### src/rtl/cpu_defs_pkg.sv
// Shared CPU type definitions: BHT update payloads and the 2-bit counter transition.
package cpu_defs;

  localparam int unsigned VIRT_W = 32;

  typedef logic [VIRT_W-1:0] virt_t;

  typedef struct packed {
    logic       valid;
    virt_t      pc;
    logic [1:0] counter;
    logic       taken;
  } bht_update_t;

  // Queue storage form of an update; validity is implied by occupancy.
  typedef struct packed {
    virt_t      pc;
    logic [1:0] counter;
    logic       taken;
  } bht_entry_t;

  // Taken walks 00->01->11 (10->11); not-taken walks 11->10->00 (01->00).
  function automatic logic [1:0] bht_next_counter(input logic [1:0] counter, input logic taken);
    logic [1:0] nxt;
    nxt = counter;
    if (taken) begin
      case (counter)
        2'b00:   nxt = 2'b01;
        default: nxt = 2'b11;
      endcase
    end else begin
      case (counter)
        2'b11:   nxt = 2'b10;
        default: nxt = 2'b00;
      endcase
    end
    return nxt;
  endfunction

endpackage

### src/rtl/bht_update_queue.sv
// Dual-in / single-out FIFO feeding resolved branch outcomes to the BHT write port.
// Optional build macro BHT_UPDATE_MERGE_EN merges same-cycle updates to the same counter.
module bht_update_queue
  import cpu_defs::*;
#(
  parameter int unsigned DEPTH    = 8,
  parameter int unsigned BHT_SIZE = 4096
) (
  input  logic              clk,
  input  logic              rst,
  input  bht_update_t [1:0] resolve,
  output logic              resolve_ready,
  output bht_update_t       update
);

  localparam int unsigned PTR_W  = $clog2(DEPTH);
  localparam int unsigned CNT_W  = PTR_W + 1;
  localparam int unsigned IDX_HI = $clog2(BHT_SIZE / 2) + 2;

  bht_entry_t             mem [DEPTH];
  logic [PTR_W-1:0]       head;
  logic [PTR_W-1:0]       tail;
  logic [PTR_W-1:0]       tail_p1;
  logic [CNT_W-1:0]       count;
  logic [CNT_W-1:0]       count_nxt;
  logic [1:0]             push_cnt;
  logic                   pop;
  logic                   merge_hit;
  bht_entry_t             wr0;
  bht_entry_t             wr1;

  assign resolve_ready = (CNT_W'(DEPTH) - count) >= CNT_W'(2);
  assign pop           = (count != '0);
  assign tail_p1       = tail + PTR_W'(1);

`ifdef BHT_UPDATE_MERGE_EN
  assign merge_hit = (resolve[0].pc[IDX_HI:2] == resolve[1].pc[IDX_HI:2]);
`else
  assign merge_hit = 1'b0;
`endif

  // Select what to enqueue this cycle, slot 0 ahead of slot 1.
  always_comb begin
    push_cnt = 2'd0;
    wr0      = '0;
    wr1      = '0;
    if (resolve_ready) begin
      if (resolve[0].valid && resolve[1].valid) begin
        if (merge_hit) begin
          wr0.pc      = resolve[1].pc;
          wr0.counter = bht_next_counter(resolve[0].counter, resolve[0].taken);
          wr0.taken   = resolve[1].taken;
          push_cnt    = 2'd1;
        end else begin
          wr0      = '{pc: resolve[0].pc, counter: resolve[0].counter, taken: resolve[0].taken};
          wr1      = '{pc: resolve[1].pc, counter: resolve[1].counter, taken: resolve[1].taken};
          push_cnt = 2'd2;
        end
      end else if (resolve[0].valid) begin
        wr0      = '{pc: resolve[0].pc, counter: resolve[0].counter, taken: resolve[0].taken};
        push_cnt = 2'd1;
      end else if (resolve[1].valid) begin
        wr0      = '{pc: resolve[1].pc, counter: resolve[1].counter, taken: resolve[1].taken};
        push_cnt = 2'd1;
      end
    end
    count_nxt = count + CNT_W'(push_cnt) - CNT_W'(pop);
  end

  always_ff @(posedge clk) begin
    if (rst) begin
      head  <= '0;
      tail  <= '0;
      count <= '0;
    end else begin
      tail  <= tail + PTR_W'(push_cnt);
      count <= count_nxt;
      if (pop) head <= head + PTR_W'(1);
    end
  end

  // Payload storage needs no reset; occupancy gates the output.
  always_ff @(posedge clk) begin
    if (!rst) begin
      if (push_cnt != 2'd0) mem[tail]    <= wr0;
      if (push_cnt == 2'd2) mem[tail_p1] <= wr1;
    end
  end

  always_comb begin
    update = '0;
    if (pop) begin
      update.valid   = 1'b1;
      update.pc      = mem[head].pc;
      update.counter = mem[head].counter;
      update.taken   = mem[head].taken;
    end
  end

  always_ff @(posedge clk) begin
    if (!rst) begin
      assert (count_nxt <= CNT_W'(DEPTH));
      assert (DEPTH >= 4 && (DEPTH & (DEPTH - 1)) == 0 && BHT_SIZE >= 8);
    end
  end

endmodule

### config.mk
export PLATFORM = sky130hd
export DESIGN_NAME = bht_update_queue
export DESIGN_NICKNAME = d
export VERILOG_FILES = /design/src/rtl/cpu_defs_pkg.sv /design/src/rtl/bht_update_queue.sv
export SDC_FILE = /design/constraint.sdc
export NUM_CORES = 1
export LEC_CHECK = 0
export CAP_MARGIN = 40
export CORE_MARGIN = 8
export CORE_UTILIZATION = 31
export CTS_CLUSTER_SIZE = 30
export DETAILED_ROUTE_END_ITERATION = 7
export GPL_ROUTABILITY_DRIVEN = 0
export PLACE_DENSITY = 0.53
export RECOVER_POWER = 25
export REMOVE_ABC_BUFFERS = 1
export SLEW_MARGIN = 30
export SYNTH_ARGS = -nofsm -noshare
export SYNTH_HDL_FRONTEND = slang
export SYNTH_SLANG_ARGS = --single-unit
### constraint.sdc
create_clock -name clk -period 5.5 [get_ports clk]
set_input_delay 1.375 -clock clk [delete_from_list [all_inputs] [get_ports clk]]
set_output_delay 1.375 -clock clk [all_outputs]
set_load 0.05 [all_outputs]
==> impl_metrics.toml, run 1 <==
[finish]
syn_to_final_growth_pct = 18.2
final_nets = 1655
post-route-util_pct = 36.9
final_cell_mix = "a211oi_1, nor2_1, edfxtp_1, clkdlybuf4s50_1, mux2i_1"
layout_commonest_cell = "a211oi_1"
diodes = 0
layout-drive-gt1-share_pct = 6.54

[timing]
setup_viol = 0
clock.fmax_mhz = 203
final.min_clock_period_ns = 4.93
worstMarginPinSlew_ns = 1.88
fin_tns_setup_ns = 0
period_share_pct = 89.6
slew_headroom_pct = -25.6
drv_slew = 120
fin_skew_ns = 0.0207
layout_setup_ws_ns = 0.570
rsz0062_at_grt = "no"
finalHoldViolCount = 0
fin_hold_ws_ns = 0.479

[setup_path]
crit_type = "in -> reg"
r2r-end = "mem[5][18]$_DFFE_PP_"
worst-path-max-fanout = 17
critPathLaunch = "rst"
timing.rr.start = "tail[0]$_SDFF_PP0_"
endpoint = "mem[5][18]$_DFFE_PP_"
r2r_setup_slack_ns = 1.44
critPathArrivalTime_ns = 5.16
r2r_cells = 6
critPathCaptureType = "flop"
worst_setup_path_start_kind = "primary input"
required_ns = 5.73

[power_and_ir_drop]
ir_drop_mv = 0.369
powerDensity_nw_per_um2 = 515
switchingPower_w = 0.00401
p_clk_share_pct = 22.6
combPwrFrac_pct = 45.5
swShare_pct = 41.2
intPower_w = 0.00573
pwr-share-seq_pct = 31.9
p_leak_nw = 5.77

[cts]
holdBufCountCts = 0
numCtsBuffers = 36
post_cts_resized = 0
cts_max_path_buffers = 3
postCtsSetupRepairBufs = 0
cts_root_buffer = "clkbuf_16"
clock_latency_ns = 0.55
cts_tree = "done"
clkTransAtPathRegs_ns = 0.05
htreeDepth = 2
cts_num_sinks = 293

[logic_synthesis]
ys_types = 36
syn_area_um2 = 16000
synth_area_per_cell_um2 = 10.5
synth_cells = 1519
synth_seq_area_share_pct = 54.2
ys_ff_latch = 293
yosysWarnings = 0

[routing]
vias_per_cell = 5.38
drt_wl_total_mm = 49.4
dr.pass1.iters = 5
drt-initial-drc-count = 879
wl_per_cell_um = 21.8
ant_nets = 0
drc = 0
dr_total_vias = 12200

[place]
portBuffers = 110
place_ws_ns = 1.14
hpwlAfterDp_mm = 28.7

[worst_hold_path]
min_path_type = "reg -> reg"
holdPathStages = 2

[floorplan]
num_rows = 83
start_util_pct = 31.2
die_w_um = 243
ioPinCount = 111
die_y_um = 243
core_um2 = 51200
die_area_um2 = 59100

[grt]
grt_overflow = 0
track_usage_pct = 16.2
antenna_found_initial = 1
grt_pass1_wl_mm = 75.0
first_global_vias = 12200
grt_max_degree = 203

[outcome]
status = "finished with violations"
violations = "capacitance limit, slew limit"

[run]
cap_violations = 4
-- critical path, stage by stage --
cell and delay (ns):
dlygate4sd3_1 0.58, clkbuf_1 0.34, or4b_1 0.75, nor3_4 0.19, a31oi_1 0.06, nor2_1 1.42
buf_4 0.44
-- cell families after synthesis --
| group | after synthesis | share of synthesized area [%] |
|---|---|---|
| buffers and inverters | 160 | 4.49 |
| and+or+nand+nor | 472 | 13.0 |
| muxes | 105 | 6.57 |
| xor gates and xnor gates | 7 | 0.383 |
| DFF | 293 | 54.2 |
| adders and majority gates | 14 | 1.19 |
| AOI/OAI and AO/OA | 468 | 20.2 |
-- flip-flops by register name, indices dropped and copies added (netlist names), named ones only --
name and count:
count 4, mem 280, head 3, tail 3
-- through the flow --
step	instances	total power, W	cell area [µm²]
floorplan	1369	0.00547	15300
global placement	2202	0.00753	17800
detailed placement	2204	0.00765	17900
CTS	2264	0.00987	18900
global route	2269	0.0102	18900
finish	2269	0.00974	18900
-- cell type report --
type | count | area [µm²]
Inverter | 10 | 37.5
Multi-Input combinational cell | 1066 | 6680
Fill cell | 5017 | 32300
Sequential cell | 293 | 8670
Timing Repair Buffer | 160 | 1620
Tap cell | 680 | 851
Clock inverter | 14 | 96.3
Clock buffer | 46 | 960
-- cell usage after synthesis --
| master | number | area (µm²) |
|---|---|---|
| or4_1 | 1 | 7.51 |
| a31oi_1 | 2 | 12.5 |
| nor2b_1 | 42 | 263 |
| nor3_4 | 4 | 65.1 |
| or2_2 | 1 | 6.26 |
| a22oi_1 | 35 | 263 |
| o21ai_1 | 35 | 175 |
| nor2_1 | 298 | 1120 |
| and2_1 | 2 | 12.5 |
| nor3_2 | 4 | 40.0 |
| and3_1 | 35 | 219 |
| ha_1 | 12 | 150 |
| a21o_1 | 1 | 7.51 |
| mux2i_1 | 105 | 1050 |
| buf_2 | 19 | 95.1 |
| buf_4 | 1 | 7.51 |
| nor3b_1 | 3 | 22.5 |
| xor2_1 | 2 | 17.5 |
| clkbuf_1 | 103 | 387 |
| inv_1 | 9 | 33.8 |
| or4b_1 | 1 | 10.0 |
| xnor2_1 | 5 | 43.8 |
| nor3_1 | 1 | 5.00 |
| o21ai_0 | 36 | 180 |
| clkinv_1 | 1 | 3.75 |
| a21oi_1 | 44 | 220 |
| edfxtp_1 | 280 | 8410 |
| nand2_1 | 77 | 289 |
| a211oi_1 | 315 | 2360 |
| nand3_1 | 1 | 5.00 |
| fa_1 | 2 | 40.0 |
| buf_1 | 15 | 56.3 |
| nand4bb_1 | 1 | 11.3 |
| buf_6 | 12 | 135 |
| nor4_1 | 1 | 6.26 |
| dfxtp_1 | 13 | 260 |
-- per-layer routing --
| metal | vias up | track usage [%] | share of wire, % |
|---|---|---|---|
| met4 | 0 | 5.55 | 2.7 |
| met3 | 79 | 3.26 | 5.7 |
| li1 | 5833 | - | - |
| met1 | 5948 | 21.3 | 45 |
| met2 | 336 | 26.4 | 47 |
| met5 | - | 0 | 0 |
-- power by group through the flow --
stage	Clock, W	Combinational, W	Sequential [W]
2_1_floorplan	0	0.00246	0.00300
3_3_place_gp	0	0.00439	0.00314
3_5_place_dp	0	0.00449	0.00316
4_1_cts	0.00225	0.00451	0.00311
5_1_grt	0.00233	0.00478	0.00313
6_report	0.00220	0.00444	0.00311
-- how the worst min path moves through the flow --
| stage | from | to | slack (ns) |
|---|---|---|---|
| global placement | head[1]$_SDFFE_PP0N_ | flop | 0.48 |
| CTS | head[1]$_SDFFE_PP0N_ | flop | 0.49 |
| detailed placement | head[1]$_SDFFE_PP0N_ | flop | 0.48 |
| finish | head[1]$_SDFFE_PP0N_ | flop | 0.48 |
| global route | head[1]$_SDFFE_PP0N_ | flop | 0.52 |
| floorplan | head[1]$_SDFFE_PP0N_ | flop | 0.45 |
No activity file was read; power rests on OpenSTA's default activity.
==> run 2, diff against run 1 <==
- CORE_ASPECT_RATIO: unset -> 0.6
- PLACE_DENSITY: 0.53 -> 0.5
==> run 2 against run 1 <==
The flow still finishes with violations (capacitance limit, slew limit). Core utilization about the same. Die area is 0.40% higher. Worst setup slack better by 0.14 ns. Clock power fell by 12%. Fmax grew 2.9%. Critical path type is now reg -> out.
==> impl_metrics.toml, run 2 (same netlist as run 1, synthesis figures left out) <==
[outcome]
status = "finished with violations"
violations = "capacitance limit, slew limit"

[place]
hpwlAfterDp_mm = 28.3
place_ws_ns = 1.08
portBuffers = 110
dpl_cell_area_um2 = 17900

[routing]
wl_per_cell_um = 21.8
vias_per_cell = 5.31
ant_nets = 0
drt-initial-drc-count = 1091
drc = 0
dr.pass1.iters = 5
drt_wl_total_mm = 49.4
dr_total_vias = 12100

[floorplan]
die_y_um = 192
die_area_um2 = 59400
core_um2 = 50900
die_w_um = 309
start_util_pct = 31.4
num_rows = 64
ioPinCount = 111

[finish]
largest_reg_flops = 280
fin_area_um2 = 18800
fillers = 4997
diodes = 0
final_cell_mix = "a211oi_1, nor2_1, edfxtp_1, clkdlybuf4s50_1, mux2i_1"
syn_to_final_growth_pct = 17.7
layout_commonest_cell = "a211oi_1"
layout-drive-gt1-share_pct = 6.65
final_nets = 1643
regMostFlops = "mem"
post-route-util_pct = 37.0
top_regs = "mem: 280 flops, count: 4 flops"

[grt]
grt_overflow = 0
track_usage_pct = 16.2
first_global_vias = 11500
grt_pass1_wl_mm = 73.9
grt_max_degree = 205
antenna_found_initial = 0

[worst_hold_path]
min_path_type = "reg -> reg"

[cts]
cts_root_buffer = "clkbuf_16"
post_cts_resized = 0
cts_tree = "done"
clkTransAtPathRegs_ns = 0.06
holdBufCountCts = 0
cts_num_sinks = 293
htreeDepth = 1
numCtsBuffers = 29
cts_max_path_buffers = 3
postCtsSetupRepairBufs = 0
clock_latency_ns = 0.58

[timing]
fin_tns_setup_ns = 0
final.min_clock_period_ns = 4.79
layout_setup_ws_ns = 0.708
fin_skew_ns = 0.0104
drv_slew = 205
slew_headroom_pct = -63.4
clock.fmax_mhz = 209
setup_viol = 0
rsz0062_at_grt = "no"
worstMarginPinSlew_ns = 2.45
finalHoldViolCount = 0
period_share_pct = 87.1

[setup_path]
critPathArrivalTime_ns = 3.42
crit_type = "reg -> out"
worst_setup_path_start_kind = "flop"
critPathCaptureType = "output port"
worst-path-max-fanout = 29
required_ns = 4.12

[run]
cap_violations = 1

[power_and_ir_drop]
ir_drop_mv = 0.487
powerDensity_nw_per_um2 = 504
p_leak_nw = 5.69
finalPower_w = 0.00949
run 2: cell count changes in the layout (fill, tap and decap cells not counted), sizes merged:
cell / change
dlymetal6s2s: -1
clkinvlp: +1
clkinv: -4
inv: -1
buf: -2
clkbuf: -4
run 2: cell type report:
cell class                 count  area [µm²]  share of cell area [%]
inverter                      10        37.5                   0.199
multi-input combinational   1066        6710                    35.7
timing repair buffer         155        1640                    8.71
clock buffer                  44         812                    4.31
sequential                   293        8670                    46.1
tap                          693         867                    4.61
clock inverter                10        78.8                   0.419
run 2: final timing paths:
check | slack (ns) | to | from | depth (start not counted)
worst max-delay path | 0.71 | update[6] | count[0]$_SDFF_PP0_ | 6
worst min-delay path | 0.50 | flop | head[1]$_SDFFE_PP0N_ | 2
worst max register to register | 0.82 | mem[0][34]$_DFFE_PP_ | count[0]$_SDFF_PP0_ | 9
worst min register to register | 0.50 | flop | head[1]$_SDFFE_PP0N_ | 2
run 2: layer usage:
layer / vias up / part of all wire [%] / track usage [%]
met5: - / 0 / 0
met4: 0 / 1.4 / 2.93
met3: 53 / 5.3 / 2.80
met2: 336 / 45 / 25.6
met1: 5859 / 49 / 23.4
li1: 5809 / - / -
run 2: report_power, final:
part / switching (W) / leakage [nW] / internal [W] / total (W)
Clock: 0.000875 / 0.435 / 0.00106 / 0.00194
Combinational: 0.00291 / 2.58 / 0.00153 / 0.00445
Sequential: 0.000163 / 2.67 / 0.00294 / 0.00311
run 2: critical path, stage by stage, from the launching register on:
cell and delay (ns):
dfxtp_1 0.39, inv_1 0.09, ha_1 0.25, nand2_1 0.44, buf_4 0.52, and3_1 0.32
clkdlybuf4s50_1 0.83
run 2: through the flow:
stage | cells | hold slack, ns
after floorplan | 1369 | 0.454
after global placement | 2208 | 0.488
after detailed placement | 2212 | 0.499
after CTS | 2266 | 0.509
after global routing | 2271 | 0.548
final | 2271 | 0.500
==> run 3, diff against run 2 <==
- PLACE_DENSITY: 0.5 -> unset
- PLACE_DENSITY_LB_ADDON: unset -> 0.12
==> run 3 against run 2 <==
The run still ends with capacitance limit, slew limit left. Clock skew is 0.0021 ns higher. Sequential share of layout area barely moved. Non-clock buffer count unchanged. Core utilization about the same. Combinational power shrank 1%. Critical path type unchanged. Critical endpoint is now update[7].
==> impl_metrics.toml, run 3 (same netlist as run 1, synthesis figures left out) <==
[cts]
cts_root_buffer = "clkbuf_16"
post_cts_resized = 0
cts_tree = "done"
htreeDepth = 1
postCtsSetupRepairBufs = 0
clkTransAtPathRegs_ns = 0.06
holdBufCountCts = 0
clock_latency_ns = 0.57
numCtsBuffers = 30
cts_num_sinks = 293
cts_max_path_buffers = 3

[setup_path]
worst-path-max-fanout = 19
crit_type = "reg -> out"
required_ns = 4.12
slowest_delay_ns = 0.87
crit_chain = "inv_1 -> ha_1 -> nand2_1 -> buf_4 -> and3_1 -> clkdlybuf4s50_1"
crit_cells = 6
crit_family = "buffers and inverters"
critPathCaptureType = "output port"
cp_num_buf_inv = 3
crit_slowest_cell = "clkdlybuf4s50_1"
r2r_cells = 7
critPathArrivalTime_ns = 3.65
worst_setup_path_start_kind = "flop"

[routing]
dr_total_vias = 12000
drc = 0
wl_per_cell_um = 22.6
dr.pass1.iters = 4
ant_nets = 0
drt_wl_total_mm = 51.4
vias_per_cell = 5.27
drt-initial-drc-count = 996

[floorplan]
die_area_um2 = 59400
die_y_um = 192
start_util_pct = 31.4
ioPinCount = 111
core_um2 = 50900
num_rows = 64
die_w_um = 309

[finish]
regMostFlops = "mem"
syn_to_final_growth_pct = 17.6
layout-drive-gt1-share_pct = 5.90
instances_no_fill = 2270
final_cell_mix = "a211oi_1, nor2_1, edfxtp_1, clkdlybuf4s50_1, mux2i_1"
layout_commonest_cell = "a211oi_1"
multi_input_area_um2 = 6630
final_nets = 1644
top_regs = "mem: 280 flops, count: 4 flops"
fillers = 5025
diodes = 0
regArea_um2 = 8670
fin_area_um2 = 18800
largest_reg_flops = 280
post-route-util_pct = 36.9

[power_and_ir_drop]
ir_drop_mv = 0.362
powerDensity_nw_per_um2 = 510
p_leak_nw = 5.68

[timing]
period_share_pct = 91.4
worstMarginPinSlew_ns = 1.84
finalHoldViolCount = 0
fin_tns_setup_ns = 0
rsz0062_at_grt = "no"
layout_setup_ws_ns = 0.474
final.min_clock_period_ns = 5.03
fin_skew_ns = 0.0125
clock.fmax_mhz = 199
setup_viol = 0
drv_slew = 183
slew_headroom_pct = -22.8

[worst_hold_path]
min_path_type = "reg -> reg"
holdPathStages = 2

[grt]
first_global_vias = 11600
track_usage_pct = 16.9
grt_pass1_wl_mm = 76.6
grt_overflow = 0
antenna_found_initial = 1
grt_max_degree = 192

[run]
cap_violations = 8

[place]
dp.cells = 2212
hpwlAfterDp_mm = 29.3
portBuffers = 110
dpl_cell_area_um2 = 17900
place_ws_ns = 1.22

[outcome]
violations = "capacitance limit, slew limit"
status = "finished with violations"
-- run 3: worst paths after layout --
kind | from | endpoint | slack [ns]
min reg2reg | head[1]$_SDFFE_PP0N_ | flop | 0.50
max reg2reg | tail[0]$_SDFF_PP0_ | mem[4][1]$_DFFE_PP_ | 1.56
min | head[1]$_SDFFE_PP0N_ | flop | 0.50
max | count[0]$_SDFF_PP0_ | update[7] | 0.47
-- run 3: through the flow --
step	power [W]	hold slack, ns
2_1_floorplan	0.00547	0.454
3_3_place_gp	0.00758	0.489
3_5_place_dp	0.00762	0.486
4_1_cts	0.00974	0.504
5_1_grt	0.0101	0.517
6_report	0.00959	0.500
-- run 3: power by group --
part	switching (W)	total, W	leakage (nW)	internal, W
Combinational	0.00291	0.00439	2.54	0.00147
Sequential	0.000155	0.00309	2.67	0.00294
Clock	0.000899	0.00211	0.477	0.00121
Total	0.00397	0.00959	5.68	0.00562
-- run 3: worst min-delay path, stage by stage (launching register included) --
cell and delay (ns):
dfxtp_1 0.31, nand3_1 0.06, a21oi_1 0.08
-- run 3: layer usage --
metal  track usage, %  share of wire [%]  wire (µm)  vias to the layer above
met2             26.8                 44      22700                      263
li1                 -                  -          -                     5817
met5                0                  0          0                        -
met1             24.8                 50      25500                     5834
met4             2.79                1.6        811                        0
met3             2.56                4.7       2430                       53
-- run 3: area by class of cell --
class / count / share of cell area (%)
flip-flops and latches: 293 / 46.1
multi-input cells: 1066 / 35.2
repair buffers: 155 / 8.63
well taps: 693 / 4.61
clock buffers: 38 / 4.27
clock inverters: 15 / 0.938
inverters: 10 / 0.200
